**src/rtl/act_fetch_server_pkg.sv**
```systemverilog
// -----------------------------------------------------------------------------
// act_fetch_server_pkg
// Shared definitions for the activation fetch responder:
//   - default widths, kept in step with the loop-controller width macros
//   - SRAM read latency used by the activation SRAM wrapper
//   - 2-bit FSM state encoding
// -----------------------------------------------------------------------------
package act_fetch_server_pkg;

   localparam int ACT_WIDTH_DEF  = 64;   // activation word width
   localparam int ADDR_WIDTH_DEF = 12;   // word address width per bank
   localparam int SRAM_LAT_DEF   = 2;    // fixed SRAM read latency (1..4)
   localparam int PEND_WIDTH_DEF = 3;    // pending-request counter width

   typedef enum logic [1:0] {
      ST_IDLE      = 2'd0,
      ST_WAIT_BANK = 2'd1,
      ST_SERVE     = 2'd2,
      ST_DRAIN     = 2'd3
   } state_e;

endpackage

```
**src/rtl/act_fetch_server_rd_pipe.sv**
```systemverilog
// -----------------------------------------------------------------------------
// act_rd_pipe
// Tracks reads in flight to the activation SRAM and captures returned words.
//   clk, rst_n      : clock, asynchronous active-low reset
//   rd_issue        : a read is presented to the SRAM this cycle
//   rd_data         : SRAM read data
//   act_data        : captured activation word, held until the next get_act
//   get_act         : one-cycle strobe, act_data valid
//   inflight_empty  : no read is in flight
//
// A read issued in cycle r shows up as get_act in cycle r+SRAM_LAT. The SRAM
// word is sampled on the same edge that raises get_act, so the data register
// and the strobe always line up.
// -----------------------------------------------------------------------------
module act_rd_pipe
   import act_fetch_server_pkg::*;
#(
   parameter int ACT_WIDTH = ACT_WIDTH_DEF,
   parameter int SRAM_LAT  = SRAM_LAT_DEF
) (
   input  logic                 clk,
   input  logic                 rst_n,
   input  logic                 rd_issue,
   input  logic [ACT_WIDTH-1:0] rd_data,
   output logic [ACT_WIDTH-1:0] act_data,
   output logic                 get_act,
   output logic                 inflight_empty
);

   logic [SRAM_LAT-1:0]  vld_q;
   logic [SRAM_LAT-1:0]  vld_d;
   logic [ACT_WIDTH-1:0] data_q;
   logic [ACT_WIDTH-1:0] data_d;
   logic                 cap_en;

   // The capture enable is the stage just before the last one, so the data
   // register loads on the edge where the last stage becomes valid.
   generate
      if (SRAM_LAT == 1) begin : g_lat1
         assign vld_d  = rd_issue;
         assign cap_en = rd_issue;
      end else begin : g_latn
         assign vld_d  = {vld_q[SRAM_LAT-2:0], rd_issue};
         assign cap_en = vld_q[SRAM_LAT-2];
      end
   endgenerate

   always_comb begin
      data_d = data_q;
      if (cap_en) begin
         data_d = rd_data;
      end
   end

   always_ff @(posedge clk or negedge rst_n) begin
      if (!rst_n) begin
         vld_q  <= '0;
         data_q <= '0;
      end else begin
         vld_q  <= vld_d;
         data_q <= data_d;
      end
   end

   assign get_act        = vld_q[SRAM_LAT-1];
   assign act_data       = data_q;
   assign inflight_empty = ~|vld_q;

endmodule

```
**src/rtl/act_fetch_server.sv**
```systemverilog
// -----------------------------------------------------------------------------
// act_fetch_server
// Responder side of the activation fetch handshake. Each fetch_req pulse
// requests one word from the ping-pong activation SRAM; each word comes back
// with a get_act strobe. frame_fnh swaps banks once in-flight reads drain.
//   clk, rst_n    : clock, asynchronous active-low reset
//   cfg_base_addr : first word address of every frame (both banks)
//   fetch_req     : one pulse requests one word
//   frame_fnh     : frame finished, request a bank swap
//   bank_rdy      : per-bank "filled by DMA" flags
//   bank_rel      : one-cycle pulse, current bank released
//   bank_sel      : bank currently being read
//   sram_rd_en    : SRAM read enable
//   sram_addr     : {bank_sel, word pointer}
//   sram_rd_data  : SRAM read data
//   act_data      : returned activation word
//   get_act       : one-cycle strobe, act_data valid
//   pend_ovf      : sticky, a request was dropped on a full pending counter
//   busy          : not idle, or work pending / in flight
// -----------------------------------------------------------------------------
module act_fetch_server
   import act_fetch_server_pkg::*;
#(
   parameter int ACT_WIDTH  = ACT_WIDTH_DEF,
   parameter int ADDR_WIDTH = ADDR_WIDTH_DEF,
   parameter int SRAM_LAT   = SRAM_LAT_DEF,
   parameter int PEND_WIDTH = PEND_WIDTH_DEF
) (
   input  logic                  clk,
   input  logic                  rst_n,
   input  logic [ADDR_WIDTH-1:0] cfg_base_addr,
   input  logic                  fetch_req,
   input  logic                  frame_fnh,
   input  logic [1:0]            bank_rdy,
   output logic                  bank_rel,
   output logic                  bank_sel,
   output logic                  sram_rd_en,
   output logic [ADDR_WIDTH:0]   sram_addr,
   input  logic [ACT_WIDTH-1:0]  sram_rd_data,
   output logic [ACT_WIDTH-1:0]  act_data,
   output logic                  get_act,
   output logic                  pend_ovf,
   output logic                  busy
);

   localparam logic [PEND_WIDTH-1:0] PEND_ONE = {{(PEND_WIDTH-1){1'b0}}, 1'b1};
   localparam logic [ADDR_WIDTH-1:0] PTR_ONE  = {{(ADDR_WIDTH-1){1'b0}}, 1'b1};

   state_e                state_q, state_d;
   logic [ADDR_WIDTH-1:0] ptr_q, ptr_d;
   logic [PEND_WIDTH-1:0] pend_q, pend_d;
   logic                  bank_sel_q, bank_sel_d;
   logic                  pend_ovf_q, pend_ovf_d;

   logic                  issue;
   logic                  accept;
   logic                  pend_empty;
   logic                  pend_full;
   logic                  bank_ready;
   logic                  inflight_empty;

   assign pend_empty = (pend_q == '0);
   assign pend_full  = &pend_q;
   assign bank_ready = bank_rdy[bank_sel_q];
   assign issue      = (state_q == ST_SERVE) && !pend_empty;

   // ---------------------------------------------------------------------
   // Pending counter. A full counter still accepts a request when a read
   // leaves in the same cycle, since the count does not actually grow.
   // ---------------------------------------------------------------------
   always_comb begin
      accept     = fetch_req && !(pend_full && !issue);
      pend_d     = pend_q;
      pend_ovf_d = pend_ovf_q | (fetch_req & ~accept);
      unique case ({accept, issue})
         2'b10:   pend_d = pend_q + PEND_ONE;
         2'b01:   pend_d = pend_q - PEND_ONE;
         default: pend_d = pend_q;
      endcase
   end

   // ---------------------------------------------------------------------
   // FSM, word pointer and bank select.
   // ---------------------------------------------------------------------
   always_comb begin
      state_d    = state_q;
      ptr_d      = ptr_q;
      bank_sel_d = bank_sel_q;
      bank_rel   = 1'b0;

      if (issue) begin
         ptr_d = ptr_q + PTR_ONE;   // wraps modulo 2^ADDR_WIDTH
      end

      unique case (state_q)
         ST_IDLE: begin
            ptr_d = cfg_base_addr;
            if (frame_fnh) begin
               // Nothing is in flight here, so the swap is immediate.
               bank_rel   = 1'b1;
               bank_sel_d = ~bank_sel_q;
            end else if (!pend_empty || fetch_req) begin
               // Skip the WAIT_BANK cycle when the bank is already filled so
               // a fetch into an idle server issues its read in the next cycle.
               state_d = bank_ready ? ST_SERVE : ST_WAIT_BANK;
            end
         end

         ST_WAIT_BANK: begin
            if (frame_fnh) begin
               state_d = ST_DRAIN;
            end else if (bank_ready) begin
               state_d = ST_SERVE;
            end
         end

         ST_SERVE: begin
            if (frame_fnh) begin
               state_d = ST_DRAIN;
            end else if (pend_empty && inflight_empty && !fetch_req) begin
               // A fetch arriving now is served from SERVE next cycle rather
               // than bouncing through IDLE.
               state_d = ST_IDLE;
            end
         end

         ST_DRAIN: begin
            if (inflight_empty) begin
               bank_rel   = 1'b1;
               bank_sel_d = ~bank_sel_q;
               ptr_d      = cfg_base_addr;
               state_d    = ST_WAIT_BANK;
            end
         end

         default: state_d = ST_IDLE;
      endcase
   end

   always_ff @(posedge clk or negedge rst_n) begin
      if (!rst_n) begin
         state_q    <= ST_IDLE;
         ptr_q      <= '0;
         pend_q     <= '0;
         bank_sel_q <= 1'b0;
         pend_ovf_q <= 1'b0;
      end else begin
         state_q    <= state_d;
         ptr_q      <= ptr_d;
         pend_q     <= pend_d;
         bank_sel_q <= bank_sel_d;
         pend_ovf_q <= pend_ovf_d;
      end
   end

   act_rd_pipe #(
      .ACT_WIDTH (ACT_WIDTH),
      .SRAM_LAT  (SRAM_LAT)
   ) u_rd_pipe (
      .clk            (clk),
      .rst_n          (rst_n),
      .rd_issue       (issue),
      .rd_data        (sram_rd_data),
      .act_data       (act_data),
      .get_act        (get_act),
      .inflight_empty (inflight_empty)
   );

   assign sram_rd_en = issue;
   assign sram_addr  = {bank_sel_q, ptr_q};
   assign bank_sel   = bank_sel_q;
   assign pend_ovf   = pend_ovf_q;
   assign busy       = (state_q != ST_IDLE) || !pend_empty || !inflight_empty;

endmodule

```
**config.mk**
```make
export PLATFORM = sky130hd
export DESIGN_NAME = act_fetch_server
export DESIGN_NICKNAME = d
export VERILOG_FILES = /design/src/rtl/act_fetch_server_pkg.sv /design/src/rtl/act_fetch_server_rd_pipe.sv /design/src/rtl/act_fetch_server.sv
export SDC_FILE = /design/constraint.sdc
export NUM_CORES = 1
export LEC_CHECK = 0
export ABC_CLOCK_PERIOD_IN_PS = 3900
export CAP_MARGIN = 30
export CORE_ASPECT_RATIO = 0.7
export CORE_MARGIN = 2
export CORE_UTILIZATION = 44
export DETAILED_ROUTE_END_ITERATION = 12
export GPL_TIMING_DRIVEN = 0
export PLACE_DENSITY = 0.91
export RECOVER_POWER = 100
export SLEW_MARGIN = 20
export SYNTH_ARGS = -nofsm -noshare
export SYNTH_HDL_FRONTEND = slang
export SYNTH_HIERARCHICAL = 1
export SYNTH_SLANG_ARGS = --single-unit
```
**constraint.sdc**
```tcl
create_clock -name clk -period 3.9 [get_ports clk]
set_clock_uncertainty 0.05 [all_clocks]
set_input_delay 1.17 -clock clk [delete_from_list [all_inputs] [get_ports clk]]
set_output_delay 1.17 -clock clk [all_outputs]
set_load 0.05 [all_outputs]
```
---- After elaboration in Yosys (flattened, before gate mapping) ----
Index checks and enable logic that the tools add are counted.
storage, ports and cells
  register bits after elaboration ......... 85
  word-level logic and storage cells ...... 69
  output and inout bits ................... 83
  bits of input ports ..................... 82
cells by class
  reduce and logical (&&, ||, !) cells .... 22
  eq/ne operators ......................... 11
  mux-type cells .......................... 21
  $add $sub $neg .......................... 3
  order comparisons ....................... 1
  bitwise operators ....................... 4
operators by type and width
  kind                                                                      count
  12-bit 2-to-1 mux                                                         2
  12-bit case mux with 2 select lines                                       1
  2-bit 2-to-1 mux                                                          8
  12-bit by 1-bit adder with 12-bit output (second input constant)          1
  2-bit inequality test (second input constant)                             4
  2-bit case mux with 4 select lines                                        1
  2-bit == test (second input constant)                                     3
  1-bit 2-to-1 mux                                                          6
  3-bit case mux with 2 select lines                                        1
  3-bit AND reduction                                                       2
  2-bit nonzero test                                                        3
  1-bit logical AND                                                         5
  1-bit zero test                                                           5
  5-bit AND reduction                                                       1
  2-bit by 1-bit == test with 1-bit output (second input constant)          2
  1-bit case mux with 2 select lines                                        2
  3-bit by 1-bit adder with 3-bit output (second input constant)            1
  3-bit zero test                                                           1
  1-bit logical OR                                                          3
  3-bit by 2-bit inequality test with 1-bit output (second input constant)  1
  3-bit inequality test (second input constant)                             1
  3-bit by 1-bit subtractor with 3-bit output (second input constant)       1
  2-bit zero test                                                           1
  1-bit by 2-bit < comparator with 1-bit output (second input constant)     1
  other kinds (4)                                                           5

---- Longest topological paths before layout ----
  depth in word-level cells ............... 10
  gate-level depth with buffers ........... 10
  mapped depth without buffers ............ 10

---- Hierarchy ----
The synthesis kept the hierarchy.
modules (own cells, without submodules)
  module            sequential area each (um^2)  times used  cells each  area each (um^2)
  act_rd_pipe       1651.6                       1           138         2632.5
  act_fetch_server  475.5                        1           128         1184.9

---- Worst setup path before layout ----
No wires, ideal clock.
  path kind ............................... in2out
  from .................................... input port frame_fnh
  to ...................................... output port bank_rel
  arrival time ............................ 2.028 ns
  buffers on the path ..................... 0
  stages .................................. 2
  path slack .............................. 0.652 ns
  data required time ...................... 2.680 ns
  cells stage by stage .................... nand2_1 -> a21oi_1
between the ends
  longest elaborated chain between the ends .. 2
RTL lines
  what                                RTL line                RTL
  start: declaration                  act_fetch_server.sv:33  input logic frame_fnh,
  1-bit 2-to-1 mux                    act_fetch_server.sv:98  if (frame_fnh) begin
  1-bit case mux with 2 select lines  act_fetch_server.sv:95  unique case (state_q)
  end: declaration                    act_fetch_server.sv:35  output logic bank_rel,
Every way passes these cells.

---- Worst setup path after layout ----
Ends and elaborated chain as after synthesis.

==> impl_metrics.csv <==
group,metric,value,unit
clock_network,cts_max_level,3,
layout,area_growth,54.6,%
synth,synth_area_per_cell,14.4,µm²
synth,ys_seq_area_share,55.7,%
clock_network,cts_tree,"done",
clock_network,cts_root_buf,"clkbuf_16",
global_route,grt_pass1_wl,14700,µm
clock_network,cts_resized,1,
synth,synthArstFlopShare,100,%
setup_path,worstPathArrival,2.56,ns
clock_network,clkTransAtPathRegs,0.06,ns
clock_network,numCtsBuffers,9,
layout,fillCellCount,592,
clock_network,clkSinkCount,85,
detailed_routing,finalWirelength,9320,µm
synth,yosysWarnings,6,
hold_path,worstHoldStart,"u_rd_pipe/vld_q[0]",
sta,slew_violations,50,
setup_path,crit_path_max_fanout,5,
clock_network,clock_latency,0.33,ns
power_and_ir_drop,ir_worst_vdd,553,µV
sta,finalCriticalPeriod,3.78,ns
sta,setup_ws,0.122,ns
detailed_routing,vias_per_cell,4.87,
power_and_ir_drop,power_frac_comb,58.7,%
die,start_util,45.2,%
sta,fin_crit_sh,96.9,%
hold_path,whs_path_depth,0,
detailed_routing,drtPass1Iterations,4,
detailed_routing,wl_per_cell,16.4,µm
detailed_routing,drt_iter0_drc,182,
sta,fmax,265,MHz
placed_design,hpwl,7070,µm
power_and_ir_drop,p_clk_share,15.3,%
synth,ys.flop_type,"dfrtp_1",
run,maxCapViolations,2,
clock_network,post_cts_buffers,0,
die,top_level_ports,165,
layout,ff_latch_area,2130,µm²
detailed_routing,post-route-drc-count,0,
setup_path,criticalPathCategory,"in2out",
setup_path,worstPathRequired,2.68,ns
power_and_ir_drop,power.density,1040,nW/µm²
synth,synth-edff-count,0,
setup_path,r2r.worst_path.cells,4,
global_route,antenna_found_initial,0,
die,dieArea,9450,µm²
detailed_routing,ant_nets,0,
setup_path,endpoint_kind,"output port",
power_and_ir_drop,power,6.14,mW
setup_path,r2r_start,"pend_q[0]",
synth,syn-num-nets,355,
sta,finalHoldViolCount,0,
power_and_ir_drop,leakage,2.56,nW
power_and_ir_drop,netSwitchingPower,2.90,mW
sta,setup_tns,0,ns
outcome,run_status,"complete, but fails checks",
sta,setup_viol,0,
die,num_rows,28,
placed_design,pre_cts_slack,-0.163,ns
sta,holdWs,0.345,ns
synth,netlist_instances,266,
synth,syn_area,3820,µm²
setup_path,reg2reg_to,"ptr_q[10]",
layout,drive_gt1_share,17.9,%
global_route,grt-ovfl-total,0,
die,die_x,115,µm
global_route,first_global_vias,2829,
setup_path,ff2ff_setup_slack,1.36,ns
hold_path,hp-class,"reg2reg",
clock_network,cts_buffer_depth,2,
sta,grt_setup_unrepaired,"false",
hold_path,min_to,"u_rd_pipe/vld_q[1]",
detailed_routing,vias,2760,
layout,multiInputGateArea,1500,µm²
power_and_ir_drop,internal_power,3.24,mW
synth,ys_seq_elements,85,
placed_design,port_buffers,164,
clock_network,ctsHoldBuffers,0,
sta,worst-slew-pin-transition,2.28,ns
outcome,violations,"max-capacitance violations, max-slew violations",
die,die_h,81.9,µm
die,core,8440,µm²
power_and_ir_drop,sequentialPowerShare,26.0,%
global_route,grt_max_degree,46,
placed_design,place.gp.congestion,0.887,
synth,synth_cell_types,32,
global_route,grtUsageTotal,20.6,%
sta,slew_headroom,-51.7,%
layout,fin_nets,531,
layout,diodes,0,
power_and_ir_drop,p_sw_share,47.2,%
setup_path,cp-start-kind,"input port",
==> worst max path at each step <==
stage	slack [ns]	endpoint	cells after the start	from
2_1_floorplan	0.65	bank_rel	2	frame_fnh
3_3_place_gp	-1.42	u_rd_pipe/act_data[59]	1	rst_n
3_5_place_dp	-0.16	bank_rel	4	frame_fnh
4_1_cts	0.1	bank_rel	4	frame_fnh
5_1_grt	0.08	bank_rel	4	frame_fnh
6_report	0.12	bank_rel	4	frame_fnh
==> stage by stage <==
step	std cells	utilization [%]	area, µm²
2_1_floorplan	266	-	3820
3_3_place_gp	550	66.4	5610
3_5_place_dp	551	66.7	5630
4_1_cts	567	70.7	5970
5_1_grt	567	69.9	5900
6_report	567	69.9	5900
==> cell usage in the layout (no fill, tap or decap), types with 2 or more instances in the layout <==
cell / count
dlygate4sd3_1: 135
dfrtp_1: 85
mux2_4: 39
clkdlybuf4s50_1: 27
nand2_1: 19
mux2_2: 15
o21ai_0: 14
mux2_1: 11
xnor2_1: 10
inv_1: 9
clkbuf_16: 9
a21oi_1: 6
buf_6: 6
ha_1: 6
nor2_1: 5
clkbuf_1: 5
nor3_1: 5
xor2_1: 5
nand3_1: 4
mux2i_1: 4
nor4_1: 3
nand4_1: 2
nand2b_1: 2
bufinv_16: 2
clkinv_4: 2
==> cells in the mapped netlist (all sizes together) (2+ instances only) <==
cell	n	area, µm²
nand2b	2	12.5
nor2	5	18.8
ha	6	75.1
clkbuf	3	11.3
xor2	5	43.8
buf	9	91.3
nor4	3	18.8
mux2	65	920
mux2i	4	40.0
o21ai	14	73.8
nand4	2	12.5
nand3	4	20.0
nand2	19	71.3
inv	9	33.8
a21oi	6	30.0
dfrtp	85	2130
nor3	5	25.0
xnor2	10	87.6
==> worst max-delay path, stage by stage <==
cell             delay (ns)
clkdlybuf4s50_1        0.55
nand2_1                0.10
a21oi_1                0.18
dlygate4sd2_1          0.56
==> per-layer routing <==
metal  vias up  share of wire, %  wire [µm]  global-route usage, %
met2       110                49       4550                   33.7
met3        18               7.0        650                   6.35
met4         0               1.9        174                   6.75
li1       1278                 -          -                      -
met5         -                 0          0                      0
met1      1354                42       3940                   26.5
==> registers in the layout, summed over array words and instances (netlist names) <==
register            cells
ptr_q                  12
pend_q                  3
state_q                 2
u_rd_pipe/act_data     64
u_rd_pipe/vld_q         2
bank_sel                1
pend_ovf                1
==> cell type report <==
class / count / share of cell area (%)
clock inverter: 6 / 1.59
multi-input combinational: 160 / 25.4
inverter: 9 / 0.572
timing repair buffer: 165 / 28.2
clock buffer: 10 / 4.05
tap: 120 / 2.54
buffer: 12 / 1.61
sequential: 85 / 36.0
==> power by group through the flow <==
stage / logic (mW) / clock network (mW) / registers [mW]
global placement: 3.79 / 0 / 1.60
finish: 3.60 / 0.937 / 1.60
detailed placement: 3.86 / 0 / 1.64
CTS: 3.87 / 0.957 / 1.63
global route: 3.78 / 0.993 / 1.66
floorplan: 1.26 / 0 / 3.00
==> logic make-up (layout without fill, tap and decap cells) <==
kind of cell / Yosys count / count (layout) / synth area share (%)
muxes: 69 / 69 / 25.1
adders and majority gates: 7 / 7 / 2.49
and+or+nand+nor: 43 / 43 / 5.24
xor gates and xnor gates: 15 / 15 / 3.44
buffers and inverters: 21 / 202 / 3.57
DFF: 85 / 85 / 55.7
AOI/OAI and AO/OA: 26 / 26 / 4.39
Power figures use the tool's default switching activity.
